**config.mk**
```make
export PLATFORM = sky130hd
export DESIGN_NAME = button_matrix_scanner
export DESIGN_NICKNAME = d
export VERILOG_FILES = /design/src/rtl/mole_pkg.sv /design/src/rtl/btn_debounce.sv /design/src/rtl/button_matrix_scanner.sv
export SDC_FILE = /design/constraint.sdc
export NUM_CORES = 1
export LEC_CHECK = 0
export ABC_AREA = 0
export BUFFER_PORTS_ARGS = -buffer_cell sky130_fd_sc_hd__buf_2
export CORE_UTILIZATION = 40
export DETAILED_ROUTE_END_ITERATION = 10
export PLACE_DENSITY = 0.64
export SLEW_MARGIN = 25
export SYNTH_ARGS = -nofsm -noshare
export SYNTH_HDL_FRONTEND = slang
export SYNTH_SLANG_ARGS = --single-unit
export TNS_END_PERCENT = 30
```
**constraint.sdc**
```tcl
create_clock -name clock -period 2 [get_ports clock]
set_clock_uncertainty 0.1 [all_clocks]
set_input_delay 0.1 -clock clock [delete_from_list [all_inputs] [get_ports clock]]
set_output_delay 0.1 -clock clock [all_outputs]
set_load 0.05 [all_outputs]
```
**src/rtl/mole_pkg.sv**
```systemverilog
// Shared constants, scan-state type and helpers for the 3x3 button matrix scanner.
package mole_pkg;

  localparam int unsigned NUM_ROWS = 3;
  localparam int unsigned NUM_COLS = 3;
  localparam int unsigned NUM_BTNS = NUM_ROWS * NUM_COLS;

  localparam int unsigned SCAN_DIV_DEFAULT       = 1000;
  localparam int unsigned DEBOUNCE_SCANS_DEFAULT = 4;

  typedef enum logic {
    DRIVE,
    SAMPLE
  } scan_state_e;

  // Number of press events in one cycle; at most NUM_BTNS, fits in 4 bits.
  function automatic logic [3:0] count_ones(input logic [NUM_BTNS-1:0] v);
    logic [3:0] cnt;
    cnt = '0;
    for (int i = 0; i < int'(NUM_BTNS); i++) begin
      cnt = cnt + {3'b000, v[i]};
    end
    return cnt;
  endfunction

endpackage

```
**src/rtl/btn_debounce.sv**
```systemverilog
// Per-button debouncer: a run counter of consecutive samples disagreeing with the
// debounced level; the level toggles once the run reaches DEBOUNCE_SCANS.
module btn_debounce
  import mole_pkg::*;
#(
  parameter int unsigned DEBOUNCE_SCANS = DEBOUNCE_SCANS_DEFAULT
) (
  input  logic clock,
  input  logic reset,
  input  logic sample_en,
  input  logic sample,
  output logic level,
  output logic press
);

  localparam logic [3:0] RunLimit = 4'(DEBOUNCE_SCANS);

  logic [3:0] run_q, run_d;
  logic       level_q, level_d;

  always_comb begin
    run_d   = run_q;
    level_d = level_q;
    press   = 1'b0;
    if (sample_en) begin
      if (sample == level_q) begin
        run_d = '0;
      end else if (run_q + 4'd1 == RunLimit) begin
        level_d = ~level_q;
        run_d   = '0;
        // Only the released-to-pressed edge is an event.
        press   = ~level_q;
      end else begin
        run_d = run_q + 4'd1;
      end
    end
  end

  always_ff @(posedge clock or posedge reset) begin
    if (reset) begin
      run_q   <= '0;
      level_q <= 1'b0;
    end else begin
      run_q   <= run_d;
      level_q <= level_d;
    end
  end

  assign level = level_q;

endmodule

```
**src/rtl/button_matrix_scanner.sv**
```systemverilog
// 3x3 active-low button matrix scanner with debounce and sticky press events.
// Optional hit_count output is enabled by defining SCANNER_HIT_COUNT_EN.
module button_matrix_scanner
  import mole_pkg::*;
#(
  parameter int unsigned SCAN_DIV       = SCAN_DIV_DEFAULT,
  parameter int unsigned DEBOUNCE_SCANS = DEBOUNCE_SCANS_DEFAULT
) (
  input  logic                clock,
  input  logic                reset,
  output logic [NUM_COLS-1:0] col_drive,
  input  logic [NUM_ROWS-1:0] row_sense,
  output logic [NUM_BTNS-1:0] btn_level,
  output logic [NUM_BTNS-1:0] hit_vector,
  input  logic                hit_ack,
  input  logic [NUM_BTNS-1:0] ack_mask,
`ifdef SCANNER_HIT_COUNT_EN
  output logic                hit_valid,
  output logic [15:0]         hit_count
`else
  output logic                hit_valid
`endif
);

  // Dwell counter only needs to reach SCAN_DIV-2 (last DRIVE cycle).
  localparam int unsigned          DwellW    = (SCAN_DIV > 2) ? $clog2(SCAN_DIV - 1) : 1;
  localparam logic [DwellW-1:0]    DwellLast = DwellW'(SCAN_DIV - 2);

  // Row synchronizer; idle (pulled-up) value is all ones.
  logic [NUM_ROWS-1:0] row_meta_q, row_sync_q;

  always_ff @(posedge clock or posedge reset) begin
    if (reset) begin
      row_meta_q <= '1;
      row_sync_q <= '1;
    end else begin
      row_meta_q <= row_sense;
      row_sync_q <= row_meta_q;
    end
  end

  // Scan FSM
  scan_state_e         state_q, state_d;
  logic [DwellW-1:0]   dwell_q, dwell_d;
  logic [1:0]          col_idx_q, col_idx_d;
  logic [NUM_COLS-1:0] col_drive_q;

  always_comb begin
    state_d   = state_q;
    dwell_d   = dwell_q;
    col_idx_d = col_idx_q;
    unique case (state_q)
      DRIVE: begin
        if (dwell_q == DwellLast) begin
          state_d = SAMPLE;
          dwell_d = '0;
        end else begin
          dwell_d = dwell_q + 1'b1;
        end
      end
      SAMPLE: begin
        state_d   = DRIVE;
        col_idx_d = (col_idx_q == 2'd2) ? 2'd0 : col_idx_q + 2'd1;
      end
    endcase
  end

  always_ff @(posedge clock or posedge reset) begin
    if (reset) begin
      state_q     <= DRIVE;
      dwell_q     <= '0;
      col_idx_q   <= 2'd0;
      col_drive_q <= 3'b110;
    end else begin
      state_q     <= state_d;
      dwell_q     <= dwell_d;
      col_idx_q   <= col_idx_d;
      col_drive_q <= ~(3'b001 << col_idx_d);
    end
  end

  assign col_drive = col_drive_q;

  logic                sampling;
  logic [NUM_BTNS-1:0] press_vec;

  assign sampling = (state_q == SAMPLE);

  for (genvar r = 0; r < int'(NUM_ROWS); r++) begin : g_row
    for (genvar c = 0; c < int'(NUM_COLS); c++) begin : g_col
      btn_debounce #(
        .DEBOUNCE_SCANS(DEBOUNCE_SCANS)
      ) u_btn (
        .clock    (clock),
        .reset    (reset),
        .sample_en(sampling && (col_idx_q == 2'(c))),
        .sample   (~row_sync_q[r]),
        .level    (btn_level[r*NUM_COLS+c]),
        .press    (press_vec[r*NUM_COLS+c])
      );
    end
  end

  // Sticky events: acknowledge clears first, a fresh press in the same cycle wins.
  logic [NUM_BTNS-1:0] hit_q, hit_d;

  always_comb begin
    hit_d = hit_q;
    if (hit_ack) begin
      hit_d = hit_d & ~ack_mask;
    end
    hit_d = hit_d | press_vec;
  end

  always_ff @(posedge clock or posedge reset) begin
    if (reset) begin
      hit_q <= '0;
    end else begin
      hit_q <= hit_d;
    end
  end

  assign hit_vector = hit_q;
  assign hit_valid  = |hit_q;

`ifdef SCANNER_HIT_COUNT_EN
  logic [15:0] count_q;

  always_ff @(posedge clock or posedge reset) begin
    if (reset) begin
      count_q <= '0;
    end else begin
      count_q <= count_q + 16'(count_ones(press_vec));
    end
  end

  assign hit_count = count_q;
`endif

endmodule

```
==> results.txt <==
- Starting DRC count in detailed routing: between 40 and 50
- Post-synth cell types: 51
- Counting flops with a built-in enable in the synthesized netlist gives 0.
* IR Drop Worst-Case VDD: between 400 and 500 uV
- Setup violations remaining at the end of the flow were counted as 0.
- Arrival time of the worst setup path: slightly below 2000 ps
- Counting cells, the worst reg-to-reg path comes to 5.
* Worst max-slew margin expressed relative to the limit: 0.7236
- Slowest-stage cell, CP: sky130_fd_sc_hd__dfrtp_1
* Synth Flop Type: sky130_fd_sc_hd__dfrtp_1
- The run finished with clean final reports.
* Post-synthesis cell type with the largest combined area: sky130_fd_sc_hd__dfrtp_1
* Total Routed Length: 7249 microns
* Cell count of the worst hold path: 4
* Vias in the first global route: around 2700
* Antenna-violating nets left: 0
- Max-capacitance violation count: 0
- First-pass GRT wire length: 12560 microns
- Initial standard-cell utilization of the core: 0.4135
* Boundary pin count: 37
- Number of sinks driven by the clock tree: 76
- Clock latency reported for the late side of the worst-skew pair: 340 ps
* Cell at the root of the clock tree: sky130_fd_sc_hd__clkbuf_8
* Floorplan die area: 9992 sq um
- Cell area after synthesis: about 3800 sq um
- Filler-free cell count of the finished design: 555
- The final number of hold-violating endpoints was 0.
- End of the worst hold path: hit_vector[3]$_DFF_PP0_
- Unrepaired setup endpoints after global routing: no
* Timing-limited maximum frequency: 0.5573 GHz
- Along the worst path, the maximum fanout reaches 13.
- X dimension of the die: around 100 microns
* Syn Area/Cell: 10.26 sq um
- Number of register bits inferred by synthesis: 76
- Cell-by-cell listing of the critical path: inv_1 -> or3_4 -> nor2_4 -> nand2b_1 -> xnor2_1
- The analysis attributes to cell leakage a power of approximately 2.2 nW.
- STA classifies the critical path startpoint as a flop.
- Compared with the post-synthesis result, the final layout area differs by 16.72%.
* Synthesis warning total: 0
- Area share of the largest cell type after synthesis: 0.4433
- At the pin with the least slew margin, the transition time is slightly above 400 ps.
- In the synthesized netlist the async set-or-reset flop fraction comes to 1.000.
- Data required time at the worst endpoint: 2130 ps
* Vertical die dimension: 99.96 microns
- Global-route congestion overflow total: 0
- In this run the critical register-to-register path is launched from sampling$_DFF_PP0_.
- Counting every instance in the synthesized netlist gives between 300 and 400.
- Number of cell rows: 35
* Type of element capturing the critical path: flop
* Most common cell after layout, fill and taps aside: sky130_fd_sc_hd__dfrtp_1
- Total Nets Final: 453
- Number of pins with negative max-slew slack in the final report: 0
- Count of TritonRoute iterations in the first routing pass: 5
* Port Buffers: 36
- In this design, the stage delay of the slowest critical-path cell is 540 ps.
* Final critical path time including I/O delays and setup: 1794 ps
* Fin crit share: 0.8971
- The worst register-to-register path ends at g_row[0].g_col[0].u_btn.level$_DFFE_PP0P_.
- Buffers inserted during clock tree synthesis total 9.
- Together, buffers and inverters on the worst path number 1.
- The clock tree synthesis step divided the H-tree into 3 levels.
- Maximum number of pins on one net before global-route repair: 77
- Total via count in the routed design: 2766
- Routability Congestion: approximately 0.76
- Setup slack, reg-to-reg: 210 ps
- Family with the most delay on the worst path: simple AND/OR/NAND/NOR gates
- Sum Neg Setup Slack: 0 ps
- Clock-pin slew was measured on the worst setup and hold paths at 80 ps.
- Number of cells after detailed placement: 526
- Post-detailed-route wirelength per cell: ~13 microns
- Power density of the placed cells: 679.1 nW/um^2
* Worst Path Class, Setup: reg2reg
- Once the clock tree was built, the resizer swapped 0 gates to a different size.
- Antenna violations before repair: 0
- Total core area: 9284 sq um
- Post-detailed-placement half-perimeter wirelength: 4983 microns
* DRC Markers: 0
- For this run, the register share of the synthesized area comes to 0.4980.
- Global router's overall resource usage: 0.1609
- After detailed routing, the number of vias per cell comes to ~5.
- The clock passes through at most 2 buffers.
* Worst hold path class: in2reg
* Share of layout cells above drive strength 1: 0.1808
* Ant diodes: 0
* Top cells by area, synth: sky130_fd_sc_hd__dfrtp_1 (44%), sky130_fd_sc_hd__nand2_1 (6.2%), sky130_fd_sc_hd__ha_1 (5.5%), sky130_fd_sc_hd__dfstp_2 (5.5%), sky130_fd_sc_hd__xnor2_1 (3.9%)
- Launch instance of the worst min-delay path: hit_ack
- Syn_nets: 406
- In the layout the commonest cells are sky130_fd_sc_hd__dfrtp_1 (68), sky130_fd_sc_hd__nand2_1 (63), sky130_fd_sc_hd__buf_2 (36).
* CTS tree: built
[power by group]
group          switching [mW]  internal, mW  leakage, nW
logic                  0.0482        0.0373         1.05
clock network           0.537         0.865        0.117
registers             0.00795          1.55         1.02
total                   0.594          2.45         2.19
[through the flow]
step / area (sq um) / setup slack (ps) / utilization / total power [mW] / hold WS, ps
3_5_place_dp: 4108 / 208.8 / 0.4425 / 1.654 / 107.6
5_1_grt: 4481 / 86.99 / 0.4826 / 3.175 / 45.04
3_3_place_gp: 4108 / 281.3 / 0.4425 / 1.653 / 106.0
2_1_floorplan: 3842 / 423.9 / - / 1.620 / 4.478
4_1_cts: 4481 / 206.4 / 0.4826 / 3.096 / 29.18
6_report: 4481 / 205.7 / 0.4826 / 3.043 / 45.63
[per-layer routing]
layer	GRT usage	vias to the layer above	wire length (microns)
met3	0.04387	6	225
met2	0.2621	41	3481
li1	-	1382	-
met1	0.2102	1337	3466
met4	0.04751	0	75
met5	0	-	0
[state kept, by name, indices dropped and copies added (netlist names)]
name	count
col_drive	3
sampling	1
row_sync_q	3
col_idx_q	2
g_row.g_col.u_btn.run_q	36
dwell_q	10
g_row.g_col.u_btn.level	9
row_meta_q	3
hit_vector	9
[how the worst max path moves through the flow]
stage | end | from | cells past startpoint
global route | g_row[0].g_col[0].u_btn.level$_DFFE_PP0P_ | sampling$_DFF_PP0_ | 5
CTS | g_row[0].g_col[0].u_btn.level$_DFFE_PP0P_ | sampling$_DFF_PP0_ | 5
floorplan | g_row[2].g_col[0].u_btn.level$_DFFE_PP0P_ | g_row[2].g_col[0].u_btn.run_q[0]$_DFFE_PP0P_ | 6
finish | g_row[0].g_col[0].u_btn.level$_DFFE_PP0P_ | sampling$_DFF_PP0_ | 5
detailed placement | g_row[0].g_col[0].u_btn.level$_DFFE_PP0P_ | sampling$_DFF_PP0_ | 5
global placement | g_row[0].g_col[0].u_btn.level$_DFFE_PP0P_ | sampling$_DFF_PP0_ | 5
[Yosys cell counts, types with 3 or more instances]
master / instances
sky130_fd_sc_hd__a21oi_1: 8
sky130_fd_sc_hd__a22o_1: 14
sky130_fd_sc_hd__and2_1: 4
sky130_fd_sc_hd__and2b_2: 3
sky130_fd_sc_hd__buf_4: 10
sky130_fd_sc_hd__clkbuf_1: 3
sky130_fd_sc_hd__dfrtp_1: 68
sky130_fd_sc_hd__dfstp_2: 8
sky130_fd_sc_hd__ha_1: 17
sky130_fd_sc_hd__inv_1: 7
sky130_fd_sc_hd__nand2_1: 63
sky130_fd_sc_hd__nand2b_1: 7
sky130_fd_sc_hd__nand3_1: 15
sky130_fd_sc_hd__nand4b_1: 3
sky130_fd_sc_hd__nor2_1: 24
sky130_fd_sc_hd__nor2b_1: 11
sky130_fd_sc_hd__nor3_1: 3
sky130_fd_sc_hd__nor3b_1: 3
sky130_fd_sc_hd__o211ai_1: 3
sky130_fd_sc_hd__o21ai_0: 20
sky130_fd_sc_hd__o21ai_1: 4
sky130_fd_sc_hd__o31ai_1: 5
sky130_fd_sc_hd__xnor2_1: 17
sky130_fd_sc_hd__xor2_1: 16
[final cells by class]
type	instances	area, sq um
clock buffer	12	145.1
sequential	76	1912
fill	875	4803
multi-input combinational	274	1782
tap	129	161.4
timing repair buffer	53	352.8
inverter	7	30.03
clock inverter	4	97.59
[what timing repair did]
action,CTS,global route
hold buffers,13,0
endpoints found under the hold margin,80,0
setup buffers,0,0
[kinds of logic (layout without fill, tap and decap cells)]
logic type               after synthesis  in the layout  share of synthesized area
buffers and inverters                 24             76                    0.03781
XOR/XNOR                              33             33                    0.07529
multiplexers                           1              1                   0.002608
adder cells (fa/ha/maj)               17             17                    0.05541
flip-flops                            76             76                     0.4980
AO/OA/AOI/OAI                         66             66                     0.1157
AND/OR/NAND/NOR                      157            157                     0.2151
[tightest hold or removal path, delay by kind of cell]
family	cells	cell delay [ps]
buffers and inverters	1	170
AND/OR/NAND/NOR	2	120
AO/OA/AOI/OAI	1	60
Power figures use the tool's default switching activity.
